`config.mk`:
```
export PLATFORM = sky130hd
export DESIGN_NAME = vgg_block_sequencer
export DESIGN_NICKNAME = d
export VERILOG_FILES = /design/src/rtl/vgg_seq_pkg.sv /design/src/rtl/seq_timer.sv /design/src/rtl/vgg_block_sequencer.sv
export SDC_FILE = /design/constraint.sdc
export NUM_CORES = 1
export LEC_CHECK = 0
export ABC_AREA = 1
export BUFFER_PORTS_ARGS = -buffer_cell sky130_fd_sc_hd__buf_4
export CORE_MARGIN = 2
export CORE_UTILIZATION = 40
export DETAILED_ROUTE_END_ITERATION = 16
export GPL_TIMING_DRIVEN = 0
export RECOVER_POWER = 50
export SYNTH_ARGS = -nofsm -noshare
export SYNTH_HDL_FRONTEND = slang
export SYNTH_SLANG_ARGS = --single-unit
```
`constraint.sdc`:
```
create_clock -name clk -period 2.05 [get_ports clk]
set_input_delay 0.3075 -clock clk [delete_from_list [all_inputs] [get_ports clk]]
set_output_delay 0.3075 -clock clk [all_outputs]
set_load 0.1 [all_outputs]
```
`src/rtl/vgg_seq_pkg.sv`:
```
// Shared types and constants for the VGG block-chain sequencer.
package vgg_seq_pkg;

  typedef enum logic [1:0] {
    IDLE = 2'd0,
    RUN  = 2'd1,
    DONE = 2'd2,
    ERR  = 2'd3
  } state_e;

  localparam logic [1:0] ERR_NONE     = 2'd0;
  localparam logic [1:0] ERR_TIMEOUT  = 2'd1;
  localparam logic [1:0] ERR_SPURIOUS = 2'd2;

  // Index width with a floor of one bit so a single-block chain still has a port.
  function automatic int unsigned idx_width(input int unsigned n);
    return (n > 1) ? $clog2(n) : 1;
  endfunction

endpackage

```
`src/rtl/seq_timer.sv`:
```
// Per-block watchdog counter with a registered terminal-count flag.
module seq_timer #(
  parameter int unsigned CNT_WIDTH      = 32,
  parameter int unsigned TIMEOUT_CYCLES = 32'd50_000_000
) (
  input  logic clk,
  input  logic rst_n,
  input  logic clr_i,
  input  logic en_i,
  output logic tc_o
);

  localparam logic [CNT_WIDTH-1:0] TC_VAL = CNT_WIDTH'(TIMEOUT_CYCLES - 1);

  logic [CNT_WIDTH-1:0] cnt_q, cnt_d;
  logic                 tc_q, tc_d;

  // Flag is computed from the next count so it is valid in the cycle the count hits TC_VAL.
  always_comb begin
    cnt_d = cnt_q;
    if (clr_i) begin
      cnt_d = '0;
    end else if (en_i) begin
      cnt_d = cnt_q + CNT_WIDTH'(1);
    end
    tc_d = (cnt_d == TC_VAL);
  end

  always_ff @(posedge clk) begin
    if (!rst_n) begin
      cnt_q <= '0;
      tc_q  <= 1'b0;
    end else begin
      cnt_q <= cnt_d;
      tc_q  <= tc_d;
    end
  end

  assign tc_o = tc_q;

endmodule

```
`src/rtl/vgg_block_sequencer.sv`:
```
// Start/done initiator for the chained conv blocks with timeout, spurious-done and abort supervision.
module vgg_block_sequencer
  import vgg_seq_pkg::*;
#(
  parameter int unsigned NUM_BLOCKS     = 5,
  parameter int unsigned TIMEOUT_CYCLES = 32'd50_000_000,
  parameter int unsigned CNT_WIDTH      = 32
) (
  input  logic                                clk,
  input  logic                                rst_n,
  input  logic                                i_start,
  input  logic                                i_abort,
  output logic [NUM_BLOCKS-1:0]               o_blk_start,
  input  logic [NUM_BLOCKS-1:0]               i_blk_done,
  output logic                                o_busy,
  output logic                                o_valid,
  output logic                                o_error,
  output logic [1:0]                          o_err_code,
  output logic [idx_width(NUM_BLOCKS)-1:0]    o_err_block,
  output logic [idx_width(NUM_BLOCKS)-1:0]    o_cur_block,
  output logic [CNT_WIDTH-1:0]                o_cycles
);

  localparam int unsigned IDX_W = idx_width(NUM_BLOCKS);

  state_e                state_q, state_d;
  logic [IDX_W-1:0]      idx_q, idx_d;
  logic [NUM_BLOCKS-1:0] start_q, start_d;
  logic                  busy_q, busy_d;
  logic                  valid_q, valid_d;
  logic                  error_q, error_d;
  logic [1:0]            code_q, code_d;
  logic [IDX_W-1:0]      eblk_q, eblk_d;
  logic [CNT_WIDTH-1:0]  cycles_q, cycles_d;

  logic                  tmr_clr, tmr_en, tmr_tc;
  logic [NUM_BLOCKS-1:0] cur_mask;
  logic                  done_cur, done_other, is_last;
  logic [CNT_WIDTH-1:0]  cycles_inc;

  seq_timer #(
    .CNT_WIDTH      (CNT_WIDTH),
    .TIMEOUT_CYCLES (TIMEOUT_CYCLES)
  ) u_timer (
    .clk   (clk),
    .rst_n (rst_n),
    .clr_i (tmr_clr),
    .en_i  (tmr_en),
    .tc_o  (tmr_tc)
  );

  assign cur_mask   = NUM_BLOCKS'(1) << idx_q;
  assign done_cur   = |(i_blk_done & cur_mask);
  assign done_other = |(i_blk_done & ~cur_mask);
  assign is_last    = (idx_q == IDX_W'(NUM_BLOCKS - 1));
  assign cycles_inc = (cycles_q == '1) ? cycles_q : cycles_q + CNT_WIDTH'(1);

  // Next-state and registered-output decode; abort outranks everything in RUN/DONE.
  always_comb begin
    state_d  = state_q;
    idx_d    = idx_q;
    start_d  = '0;
    busy_d   = 1'b0;
    valid_d  = 1'b0;
    error_d  = error_q;
    code_d   = code_q;
    eblk_d   = eblk_q;
    cycles_d = cycles_q;
    tmr_clr  = 1'b0;
    tmr_en   = 1'b0;

    case (state_q)
      IDLE, ERR: begin
        if (i_start) begin
          state_d  = RUN;
          idx_d    = '0;
          start_d  = NUM_BLOCKS'(1);
          busy_d   = 1'b1;
          error_d  = 1'b0;
          code_d   = ERR_NONE;
          eblk_d   = '0;
          cycles_d = CNT_WIDTH'(1);
          tmr_clr  = 1'b1;
        end
      end
      RUN: begin
        if (i_abort) begin
          state_d = IDLE;
        end else begin
          tmr_en = 1'b1;
          if (done_other) begin
            state_d = ERR;
            error_d = 1'b1;
            code_d  = ERR_SPURIOUS;
            eblk_d  = idx_q;
          end else if (done_cur) begin
            if (is_last) begin
              state_d = DONE;
              valid_d = 1'b1;
            end else begin
              idx_d    = idx_q + IDX_W'(1);
              start_d  = NUM_BLOCKS'(1) << (idx_q + IDX_W'(1));
              busy_d   = 1'b1;
              cycles_d = cycles_inc;
              tmr_clr  = 1'b1;
            end
          end else if (tmr_tc) begin
            state_d = ERR;
            error_d = 1'b1;
            code_d  = ERR_TIMEOUT;
            eblk_d  = idx_q;
          end else begin
            busy_d   = 1'b1;
            cycles_d = cycles_inc;
          end
        end
      end
      DONE: begin
        state_d = IDLE;
      end
      default: begin
        state_d = IDLE;
      end
    endcase
  end

  always_ff @(posedge clk) begin
    if (!rst_n) begin
      state_q  <= IDLE;
      idx_q    <= '0;
      start_q  <= '0;
      busy_q   <= 1'b0;
      valid_q  <= 1'b0;
      error_q  <= 1'b0;
      code_q   <= ERR_NONE;
      eblk_q   <= '0;
      cycles_q <= '0;
    end else begin
      state_q  <= state_d;
      idx_q    <= idx_d;
      start_q  <= start_d;
      busy_q   <= busy_d;
      valid_q  <= valid_d;
      error_q  <= error_d;
      code_q   <= code_d;
      eblk_q   <= eblk_d;
      cycles_q <= cycles_d;
    end
  end

  assign o_blk_start = start_q;
  assign o_busy      = busy_q;
  assign o_valid     = valid_q;
  assign o_error     = error_q;
  assign o_err_code  = code_q;
  assign o_err_block = eblk_q;
  assign o_cur_block = idx_q;
  assign o_cycles    = cycles_q;

endmodule

```
After elaboration in Yosys (flattened, before gate mapping)
Index checks and enable logic that the tools add are counted.
{"block": "totals", "regBits": 83, "input_bits": 9, "output_inout_bits": 48, "word_cells": 109}
{"block": "op_classes", "addsub": 3, "n_eq_ne": 17, "shift": 2, "muxes": 60, "n_bitwise": 6, "n_reduce_logical": 10}
{"cell": "two-way mux 32 bit", "count": 9}
{"cell": "adder 32 x 1 -> 32 bit, second input constant", "count": 2}
{"cell": "case mux 32 bit (2 select lines)", "count": 1}
{"cell": "== test 32 x 26 -> 1 bit, second input constant", "count": 1}
{"cell": "== test 32 bit, second input constant", "count": 1}
{"cell": "two-way mux 3 bit", "count": 9}
{"cell": "two-way mux 2 bit", "count": 11}
{"cell": "two-way mux 5 bit", "count": 4}
{"cell": "two-way mux 1 bit", "count": 18}
{"cell": "case mux 3 bit (2 select lines)", "count": 2}
{"cell": "AND reduction 6 bit", "count": 2}
{"cell": "bitwise AND 5 bit", "count": 2}
{"cell": "inequality test 2 bit, second input constant", "count": 5}
{"cell": "case mux 5 bit (2 select lines)", "count": 1}
{"cell": "OR reduction 5 bit", "count": 2}
{"cell": "<< shifter 1 x 3 -> 5 bit, first input constant", "count": 2}
{"cell": "inequality test 3 bit, second input constant", "count": 3}
{"cell": "OR reduction 9 bit", "count": 1}
{"cell": "case mux 1 bit (2 select lines)", "count": 3}
{"cell": "case mux 2 bit (3 select lines)", "count": 1}
{"cell": "inequality test 5 x 4 -> 1 bit, second input constant", "count": 1}
{"cell": "inequality test 5 bit, second input constant", "count": 1}
{"cell": "inverter 5 bit", "count": 1}
{"cell": "AND reduction 5 bit", "count": 1}
{"cell": "other kinds (11)", "count": 14}

Depth between registers and ports, before layout
Gate-level depths: netlist of the first run.
{"block": "logic_depth", "depth_word": 9, "depth_mapped": 16, "mapped_depth_nobuf": 15}

Cells and area by module
Synthesis of the first run repeated with hierarchy kept, for this count alone.
{"block": "unflattened", "cells_unflattened": 876, "area_unflattened_um2": 5380.2}
{"module": "vgg_block_sequencer", "n_inst": 1, "cells_per_inst": 535, "area_per_inst_um2": 3290.7, "seq_area_each_um2": 1001.0}
{"module": "seq_timer", "n_inst": 1, "cells_per_inst": 341, "area_per_inst_um2": 2089.5, "seq_area_each_um2": 660.6}

Least setup slack after synthesis of the first run
Ideal clock, no wire load.
{"block": "synth_timing", "path_type": "reg-to-reg", "start": "register idx_q[0], in the netlist o_cur_block[0]", "end": "register cycles_q[0], in the netlist o_cycles[0]", "setup_time_ns": 0.117, "arrival_time_ns": 2.697, "required_ns": 1.933, "setup_slack_ns": -0.764, "path_stages_with_launch": 14, "n_path_buf": 1, "period_less_slack_ns": 2.814, "path_cell_list": "dfxtp_1 -> inv_1 -> ha_1 -> nand2_1 -> inv_1 -> nand2_1 -> nand2_1 -> o21ai_2 -> a21oi_2 -> nor2_2 -> nand2_4 -> buf_6 -> nor3_1 -> nor2_1"}
{"block": "synth_via", "elab_chain_len": 7, "word_cells_on_any_way": 15, "cone_classes": "4 x eq/ne; 1 x shift; 4 x mux; 3 x bitwise; 3 x reduce/logical"}
{"item": "start: declaration", "line_no": "vgg_block_sequencer.sv:27", "text": "logic [IDX_W-1:0] idx_q, idx_d;"}
{"item": "start signal: assignment", "line_no": "vgg_block_sequencer.sv:140", "text": "idx_q <= idx_d;"}
{"item": "<< shifter 1 x 3 -> 5 bit", "line_no": "vgg_block_sequencer.sv:52", "text": "assign cur_mask = NUM_BLOCKS'(1) << idx_q;"}
{"item": "bitwise AND 5 bit", "line_no": "vgg_block_sequencer.sv:53", "text": "assign done_cur = |(i_blk_done & cur_mask);"}
{"item": "OR reduction 5 bit", "line_no": "vgg_block_sequencer.sv:53"}
{"item": "two-way mux 32 bit", "line_no": "vgg_block_sequencer.sv:96", "text": "end else if (done_cur) begin"}
{"item": "two-way mux 32 bit", "line_no": "vgg_block_sequencer.sv:91", "text": "if (done_other) begin"}
{"item": "two-way mux 32 bit", "line_no": "vgg_block_sequencer.sv:87", "text": "if (i_abort) begin"}
{"item": "case mux 32 bit (2 select lines)", "line_no": "vgg_block_sequencer.sv:72", "text": "case (state_q)"}
{"item": "end signal: assignment", "line_no": "vgg_block_sequencer.sv:147", "text": "cycles_q <= cycles_d;"}
{"item": "end: declaration", "line_no": "vgg_block_sequencer.sv:34", "text": "logic [CNT_WIDTH-1:0] cycles_q, cycles_d;"}
Parallel ways exist; a longest one is shown, timed or not. The select of a mux whose other input is x is not followed.
A chain may end at the register's enable or synchronous reset.

Worst setup path in the final report of the first run
{"block": "layout_timing", "start": "register idx_q[1], in the netlist o_cur_block[1]", "end": "register cycles_q[10], in the netlist o_cycles[10]"}
The elaborated chain is that of the path after synthesis.

==> flow_metrics.env, run 1 <==
export IMPL_yosysMostFrequentCell="nand2_1"
export IMPL_crit_path_end="o_cycles[10]"
export IMPL_drt_iter0_markers=389
export IMPL_final_hold_violation_count=0
export IMPL_syn_nets=814
export IMPL_layout_drive_gt1_share_pct=33.6
export IMPL_fillers=1254
export IMPL_cp_max_fo=5
export IMPL_critPathKind="reg2reg"
export IMPL_clock_skew_ns=0.00601
export IMPL_tritoncts="built"
export IMPL_hpwl_mm=11.7
export IMPL_avgRoutedWirePerCell_um=15.6
export IMPL_regArea_um2=1720
export IMPL_rsz0062_at_grt="true"
export IMPL_drc_errors=0
export IMPL_gp_congestion=0.937
export IMPL_fin_area_um2=7060
export IMPL_dpl_instance_area_um2=5770
export IMPL_port_buffers=55
export IMPL_yosysSeqAreaShare_pct=32.8
export IMPL_cp_start_kind="flip-flop"
export IMPL_arrival_ns=2.36
export IMPL_cp_startpoint="o_cur_block[1]"
export IMPL_synth_edf_count=0
export IMPL_layout_cells_non_filler=1066
export IMPL_drt_first_pass_iters=4
export IMPL_place_ws_ns=-0.125
export IMPL_vias=5435
export IMPL_antenna_left=0
export IMPL_r2r_end="o_cycles[10]"
export IMPL_syn_avg_cell_area_um2=6.40
export IMPL_fmax_mhz=478
export IMPL_die_h_um=117
export IMPL_multi_input_area_um2=3620
export IMPL_fin_crit_ns=2.09
export IMPL_dieArea_um2=13600
export IMPL_finalCritPeriodShare_pct=102
export IMPL_synth_distinct_cells=37
export IMPL_diodes=0
export IMPL_reg2reg_depth=13
export IMPL_ys_top_cells_by_count="nand2_1, nor2_1, dfxtp_1"
export IMPL_yosysTopAreaCellShare_pct=32.8
export IMPL_clockBufferDepth=2
export IMPL_hold_path_class="in2reg"
export IMPL_grt_pass1_vias=5032
export IMPL_peakVddDrop_mv=0.658
export IMPL_power_per_cell_area_nw_per_um2=813
export IMPL_synth_area_top_cells="dfxtp_1, nand2_1, nor2_1, nand3_1, a21oi_1"
export IMPL_drv_cap=0
export IMPL_rrSetupSlack_ns=-0.04
export IMPL_start_util_pct=40.5
export IMPL_setup_violations_final=18
export IMPL_synth_seq_cells=83
export IMPL_drv_slew=0
export IMPL_timing_hold_ws_ns=0.309
export IMPL_grt_pass1_wl_mm=24.3
export IMPL_placementRows=41
export IMPL_final_nets=912
export IMPL_synth_flop_cell="dfxtp_1"
export IMPL_overflow=0
export IMPL_cp_end_kind="flip-flop"
export IMPL_async_flop_share_pct=0
export IMPL_die_w_um=117
export IMPL_regToRegStartpoint="o_cur_block[1]"
export IMPL_cts_htree_levels=3
export IMPL_numCtsBuffers=9
export IMPL_grt_max_degree=14
export IMPL_cts_root_buf="clkbuf_16"
export IMPL_yosys_area_top_type="dfxtp_1"
export IMPL_antenna_found_initial=0
export IMPL_routed_wl_mm=16.6
export IMPL_relSlewSlack_pct=49.8
export IMPL_clock_latency_ns=0.35
export IMPL_clk_pin_slew_ns=0.06
export IMPL_ctsHoldBuffers=0
export IMPL_syn_to_final_growth_pct=39.4
export IMPL_cts_sinks=83
export IMPL_leakagePower_nw=2.71
export IMPL_netlist_area_um2=5070
export IMPL_violations="negative setup slack"
export IMPL_status="finished with violations"
export IMPL_track_usage_pct=23.0
export IMPL_syn_instance_count=791
export IMPL_critical_path_required_ns=2.32
export IMPL_placedCellCount=1018
export IMPL_yosysWarnings=0
export IMPL_worst_pin_slew_ns=0.754
export IMPL_via_per_inst=5.10
export IMPL_setup_ws_ns=-0.0415
export IMPL_core_area_um2=12500
export IMPL_pin_count=57
state kept, by name, summed over array words and instances (netlist names), 2 cells and up:
name	count
o_blk_start	5
o_cur_block	3
o_cycles	32
o_err_block	3
o_err_code	2
state_q	2
u_timer.cnt_q	32
power breakdown:
| group | switching [mW] | internal, mW | leakage (nW) |
|---|---|---|---|
| clock network | 0.674 | 0.933 | 0.140 |
| logic | 1.49 | 0.852 | 1.88 |
| registers | 0.106 | 1.69 | 0.690 |
| total | 2.27 | 3.48 | 2.71 |
worst max-delay path, stage by stage, from the launching register on:
cell       delay [ns]
dfxtp_4          0.42
inv_6            0.06
ha_4             0.17
nand2_4          0.07
inv_4            0.05
nand2_4          0.07
nand2_4          0.08
o21ai_4          0.19
a21oi_2          0.09
nor2_4           0.21
buf_6            0.20
clkbuf_16        0.15
nand3_1          0.10
a21oi_2          0.15
worst min path at each step:
stage | from | to | depth (start not counted)
2_1_floorplan | state_q[1] | state_q[1] | 2
3_3_place_gp | o_err_block[0] | o_err_block[0] | 2
3_5_place_dp | o_err_block[0] | o_err_block[0] | 2
4_1_cts | i_start | o_busy | 3
5_1_grt | i_start | o_busy | 3
6_report | i_start | o_busy | 3
repair_timing:
action                                  CTS  global route
buffers inserted                          6            18
gates cloned                              2             6
endpoints found under the setup margin   64            73
gates resized for setup                  26           177
pin swaps                                 1            45
metal layers:
layer | vias up | GRT usage [%] | wire length, um
met5 | - | 0 | 0
met4 | 0 | 7.14 | 378
met2 | 113 | 42.5 | 8760
met3 | 31 | 4.83 | 560
met1 | 2580 | 26.5 | 6900
li1 | 2711 | - | -
area by class of cell:
type	instances	share of cell area (%)
Clock buffer	10	3.24
Inverter	75	4.23
Buffer	23	3.26
Sequential cell	83	24.4
Timing Repair Buffer	87	9.85
Tap cell	172	3.05
Multi-Input combinational cell	610	51.2
Clock inverter	6	0.797
through the flow:
step / util, % / TNS, ns / power, mW
after CTS: 49.7 / 0 / 5.00
after floorplan: - / -0.000827 / 2.88
after global routing: 56.4 / -2.76 / 5.98
final: 56.4 / -0.256 / 5.74
after detailed placement: 46.1 / -4.79 / 3.26
after global placement: 46.1 / -2.47 / 3.23
cells by family after synthesis:
| group | count (synthesis) | share of synthesized area (%) |
|---|---|---|
| AOI/OAI and AO/OA | 72 | 7.41 |
| buffers and inverters | 98 | 8.15 |
| and+or+nand+nor | 487 | 41.8 |
| xor gates and xnor gates | 37 | 6.40 |
| DFF | 83 | 32.8 |
| adders and majority gates | 14 | 3.46 |
layout by cell type (no fill, tap or decap), drive strengths merged:
cell and instances:
a211oi 2, a21oi 57, and3 2, buf 54, bufinv 1, clkbuf 66
clkinv 5, clkinvlp 1, dfxtp 83, ha 14, inv 74, nand2 224
nand3 62, nand3b 7, nand4 13, nor2 153, nor3 22, nor3b 2
nor4 1, o21ai 12, o21bai 1, or2 1, xnor2 8, xor2 29
Power figures use the tool's default switching activity.
==> run 2, diff against run 1 <==
- BUFFER_PORTS_ARGS: -buffer_cell sky130_fd_sc_hd__buf_4 -> -buffer_cell sky130_fd_sc_hd__buf_2
==> run 2 against run 1 <==
  * The flow now finishes without violations
  * Register-to-register slack improved by 0.05 ns
  * Flip-flop and latch count did not move
  * Routed wire length fell by 8.5%
  * Critical path depth did not move
  * Sequential power barely moved
  * Setup slack improved by 0.048 ns
==> flow_metrics.env, run 2 (synthesized netlist as in run 1, its figures left out) <==
export IMPL_ctsHoldBuffers=0
export IMPL_start_util_pct=40.5
export IMPL_layout_common_cells="nand2_1, nor2_1, inv_1"
export IMPL_clk_pin_slew_ns=0.06
export IMPL_leakagePower_nw=2.51
export IMPL_placementRows=41
export IMPL_syn_to_final_growth_pct=33.2
export IMPL_overflow=0
export IMPL_fin_crit_ns=2.04
export IMPL_via_per_inst=4.88
export IMPL_crit_chain="ha_4 > ha_4 > inv_2 > nand2_2 > nand3_2 > nor2_4 > nor2_4 > nor3_4 > buf_6 > nand2_8 > clkbuf_16 > nand2_1 > a21oi_1"
export IMPL_cts_sinks=83
export IMPL_rrSetupSlack_ns=0.007
export IMPL_grt_max_degree=15
export IMPL_clock_skew_ns=0.00477
export IMPL_routed_wl_mm=15.2
export IMPL_antenna_found_initial=0
export IMPL_drt_first_pass_iters=5
export IMPL_vias=5200
export IMPL_fillers=1287
export IMPL_cp_max_fo=8
export IMPL_hold_depth=3
export IMPL_layout_cells_non_filler=1066
export IMPL_setup_tns_ns=0
export IMPL_gp_congestion=0.935
export IMPL_hold_path_class="in2reg"
export IMPL_core_area_um2=12500
export IMPL_grt_pass1_wl_mm=22.7
export IMPL_port_buffers=55
export IMPL_rsz0062_at_grt="true"
export IMPL_crit_slowest_cell="dfxtp_4"
export IMPL_pin_count=57
export IMPL_fmax_mhz=489
export IMPL_status="complete, no violations"
export IMPL_setup_violations_final=0
export IMPL_min_from="i_start"
export IMPL_final_common_cell="nand2_1"
export IMPL_max_stage_delay_ns=0.42
export IMPL_cts_root_buf="clkbuf_16"
export IMPL_drv_slew=0
export IMPL_avgRoutedWirePerCell_um=14.3
export IMPL_regToRegStartpoint="o_cur_block[1]"
export IMPL_reg2reg_depth=13
export IMPL_cp_end_kind="flip-flop"
export IMPL_hold_end="o_blk_start[0]"
export IMPL_die_h_um=117
export IMPL_arrival_ns=2.25
export IMPL_antenna_left=0
export IMPL_worst_pin_slew_ns=1.16
export IMPL_layout_drive_gt1_share_pct=28.6
export IMPL_final_nets=912
export IMPL_drv_cap=0
export IMPL_numCtsBuffers=9
export IMPL_clockBufferDepth=2
export IMPL_critical_path_required_ns=2.26
export IMPL_critPathKind="reg2reg"
export IMPL_cp_start_kind="flip-flop"
export IMPL_drc_errors=0
export IMPL_placedCellCount=1018
export IMPL_clock_latency_ns=0.35
export IMPL_grt_pass1_vias=4674
export IMPL_finalCritPeriodShare_pct=99.7
export IMPL_final_hold_violation_count=0
export IMPL_power_per_cell_area_nw_per_um2=848
export IMPL_hpwl_mm=10.8
export IMPL_tritoncts="built"
export IMPL_peakVddDrop_mv=0.756
export IMPL_relSlewSlack_pct=23.2
export IMPL_cts_htree_levels=3
export IMPL_track_usage_pct=21.7
export IMPL_dieArea_um2=13600
export IMPL_diodes=0
export IMPL_drt_iter0_markers=263
export IMPL_die_w_um=117
export IMPL_r2r_end="o_cycles[31]"
-- run 2: cell count changes in the layout (fill, tap and decap cells not counted), sizes merged --
cell | previous run | this run
clkbuf | 66 | 71
buf | 54 | 50
clkinv | 5 | 2
bufinv | 1 | 2
inv | 74 | 75
-- run 2: layout make-up --
cell class              count  area (um^2)  area share [%]
clock buffers              11          264            3.91
inverters                  75          297            4.39
well taps                 172          215            3.19
plain buffers              23          210            3.12
repair buffers             87          636            9.42
clock inverters             5         81.3            1.21
multi-input cells         610         3320            49.1
flip-flops and latches     83         1730            25.6
-- run 2: how the worst max path moves through the flow --
stage | from | endpoint | cells past startpoint
after floorplan | o_cur_block[1] | o_cycles[0] | 13
after global placement | o_cur_block[1] | u_timer.cnt_q[15] | 14
after detailed placement | o_cur_block[1] | u_timer.cnt_q[29] | 14
after CTS | u_timer.cnt_q[0] | u_timer.tc_o | 12
after global routing | o_cur_block[1] | o_cycles[8] | 12
final | o_cur_block[1] | o_cycles[31] | 13
-- run 2: repair_timing --
item / in CTS / in global routing
buffers inserted: 3 / 23
cloned: 0 / 6
pin swaps: 2 / 26
endpoints found under the setup margin: 65 / 74
resized for setup: 17 / 106
-- run 2: stage by stage --
stage / setup WS [ns] / hold WS, ns / power (mW) / area (um^2) / util (%)
global placement: -0.168 / 0.455 / 3.22 / 5630 / 45.0
finish: 0.00684 / 0.325 / 5.72 / 6750 / 53.9
CTS: 0.00144 / 0.272 / 5.14 / 6050 / 48.4
global route: -0.0522 / 0.316 / 5.96 / 6750 / 53.9
floorplan: -0.000827 / 0.462 / 2.88 / 5140 / -
detailed placement: -0.169 / 0.461 / 3.21 / 5630 / 45.0
-- run 2: where the power goes --
group | internal, mW | switching, mW | total [mW] | leakage (nW)
Combinational | 0.751 | 1.32 | 2.08 | 1.65
Sequential | 1.69 | 0.103 | 1.79 | 0.691
Clock | 1.18 | 0.680 | 1.86 | 0.167
-- run 2: critical path: cells and delay by family, from the launching register on --
kind	cells	cell delay [ns]
adders and majority gates	2	0.30
and+or+nand+nor	7	0.75
DFF	1	0.42
buffers and inverters	3	0.36
AOI/OAI and AO/OA	1	0.06
-- run 2: metal layers --
metal / share of wire, % / track usage, %
met4: 2.0 / 7.29
met1: 45 / 26.0
met3: 3.8 / 5.35
met5: 0 / 0
met2: 50 / 38.1
==> run 3, diff against run 2 <==
- ABC_AREA: 1 -> 0
- GPL_TIMING_DRIVEN: 0 -> default
==> run 3 against run 2 <==
  * The flow now finishes with violations (negative setup slack)
  * Clock-buffer cell count is 2 higher
  * Sequential power decreased by 8%
  * Non-clock buffer count rose by 73
  * Total power is 21% lower
  * Clock skew rose by 0.0032 ns
  * Synthesized area is 8.8% lower
  * Synthesized cell count fell by 30%
  * First-iteration DRC count is 0.76% higher
  * Final area grew 5.5%
  * Hold slack lost 0.020 ns
  * Cell count decreased by 18%
  * Flip-flop and latch count unchanged
  * Highest routed layer unchanged
==> flow_metrics.env, run 3 <==
export IMPL_yosys_area_top_type="dfxtp_1"
export IMPL_syn_instance_count=554
export IMPL_ys_top_cells_by_count="dfxtp_1, nor2_1, nand2_1"
export IMPL_async_flop_share_pct=0
export IMPL_yosysSeqAreaShare_pct=36.0
export IMPL_synth_distinct_cells=74
export IMPL_violations="negative setup slack"
export IMPL_drt_first_pass_iters=6
export IMPL_synth_flop_cell="dfxtp_1"
export IMPL_arrival_ns=2.68
export IMPL_placementRows=39
export IMPL_relSlewSlack_pct=63.1
export IMPL_vias=4833
export IMPL_rsz0062_at_grt="true"
export IMPL_dieArea_um2=12400
export IMPL_worst_pin_slew_ns=0.556
export IMPL_synth_seq_cells=83
export IMPL_antenna_found_initial=0
export IMPL_setup_ws_ns=-0.340
export IMPL_critPathKind="reg2reg"
export IMPL_setup_tns_ns=-17.99
export IMPL_antenna_left=0
export IMPL_final_hold_violation_count=0
export IMPL_hold_path_class="in2reg"
export IMPL_cts_htree_levels=3
export IMPL_clk_pin_slew_ns=0.06
export IMPL_gp_congestion=0.859
export IMPL_layout_drive_gt1_share_pct=47.7
export IMPL_diodes=0
export IMPL_fin_crit_ns=2.39
export IMPL_netlist_area_um2=4620
export IMPL_via_per_inst=5.55
export IMPL_layout_common_cells="buf_4, dfxtp_1, nand2_1"
export IMPL_cts_root_buf="clkbuf_16"
export IMPL_power_per_cell_area_nw_per_um2=638
export IMPL_grt_pass1_vias=4693
export IMPL_clock_skew_ns=0.00801
export IMPL_drt_iter0_markers=265
export IMPL_yosysWarnings=0
export IMPL_fmax_mhz=418
export IMPL_drv_slew=0
export IMPL_syn_avg_cell_area_um2=8.34
export IMPL_track_usage_pct=21.9
export IMPL_layout_core_utilization_pct=62.9
export IMPL_pin_count=57
export IMPL_synth_edf_count=0
export IMPL_ctsHoldBuffers=0
export IMPL_cp_end_kind="flip-flop"
export IMPL_grt_pass1_wl_mm=22.2
export IMPL_synth_area_top_cells="dfxtp_1, nor2_1, ha_1, nand2_1, nand3_1"
export IMPL_hpwl_mm=9.36
export IMPL_die_w_um=111
export IMPL_drv_cap=0
export IMPL_clockBufferDepth=2
export IMPL_peakVddDrop_mv=0.467
export IMPL_cp_start_kind="flip-flop"
export IMPL_cp_max_fo=5
export IMPL_finalCritPeriodShare_pct=117
export IMPL_syn_nets=577
export IMPL_final_common_cell="buf_4"
export IMPL_yosysTopAreaCellShare_pct=36.0
export IMPL_clock_latency_ns=0.35
export IMPL_critical_path_required_ns=2.34
export IMPL_die_h_um=111
export IMPL_routed_wl_mm=14.1
export IMPL_syn_to_final_growth_pct=54.2
export IMPL_core_area_um2=11300
export IMPL_overflow=0
export IMPL_leakagePower_nw=2.68
export IMPL_avgRoutedWirePerCell_um=16.2
export IMPL_yosysMostFrequentCell="dfxtp_1"
export IMPL_grt_max_degree=19
export IMPL_tritoncts="built"
export IMPL_numCtsBuffers=9
export IMPL_setup_violations_final=76
export IMPL_port_buffers=56
export IMPL_finalPower_mw=4.55
export IMPL_drc_errors=0
export IMPL_timing_hold_ws_ns=0.305
export IMPL_status="finished with violations"
export IMPL_final_nets=746
export IMPL_cts_sinks=83
export IMPL_start_util_pct=40.8
## run 3: worst max-delay path: stages (launching register included)
cell and delay [ns]:
dfxtp_4 0.41, inv_6 0.05, ha_4 0.16, a222oi_1 0.33, buf_4 0.19, buf_4 0.10
buf_4 0.09, a21o_1 0.13, o21ai_2 0.08, a32oi_2 0.25, o21ai_4 0.14, nor3b_1 0.18
and4b_1 0.21
## run 3: logic make-up (layout without fill, tap and decap cells)
logic type,Yosys count,in the layout,synth area share (%)
compound gates,108,108,15.0
xor+xnor,36,36,6.83
fa+ha+maj,14,14,3.79
buf+inv,37,210,3.90
flops,83,83,36.0
mux,3,3,0.650
simple gates,273,274,33.9
## run 3: stage by stage
step	cells	instance area (um^2)	setup WS, ns
after floorplan	554	4840	-0.361
after global placement	838	5970	-0.243
after detailed placement	838	5970	-0.300
after CTS	861	6670	-0.260
after global routing	871	7120	-0.425
final	871	7120	-0.340
## run 3: report_power, final
part	leakage (nW)	internal, mW	switching [mW]
sequential	0.686	1.63	0.0129
combinational	1.82	0.416	0.566
clock	0.177	1.24	0.685
## run 3: what timing repair did
item                       CTS  global route
setup endpoints to repair   81            81
buffers inserted             4            10
cloned                       4             2
gates resized for setup     67           100
pin swaps                   48            57
## run 3: worst paths after layout
kind                                startpoint             end  slack, ns  cells after the start
worst max-delay path            o_cur_block[0]    u_timer.tc_o      -0.34                     12
worst max register to register  o_cur_block[0]    u_timer.tc_o      -0.34                     12
worst min-delay path                   i_start  o_blk_start[0]       0.30                      3
worst min register to register  o_err_block[1]  o_err_block[1]       0.47                      2
## run 3: layout make-up
| type | instances | area (um^2) |
|---|---|---|
| inverters | 11 | 48.8 |
| well taps | 143 | 179 |
| fillers | 947 | 4200 |
| clock buffers | 13 | 292 |
| clock inverters | 3 | 65.1 |
| flip-flops and latches | 83 | 1710 |
| repair buffers | 183 | 1410 |
| multi-input cells | 435 | 3420 |
## run 3: routing by layer
metal | wire (um) | vias to the layer above | global-route usage [%]
li1 | - | 2372 | -
met1 | 6650 | 2342 | 29.2
met2 | 6700 | 100 | 34.6
met3 | 512 | 19 | 3.86
met4 | 259 | 0 | 10.1
met5 | 0 | - | 0
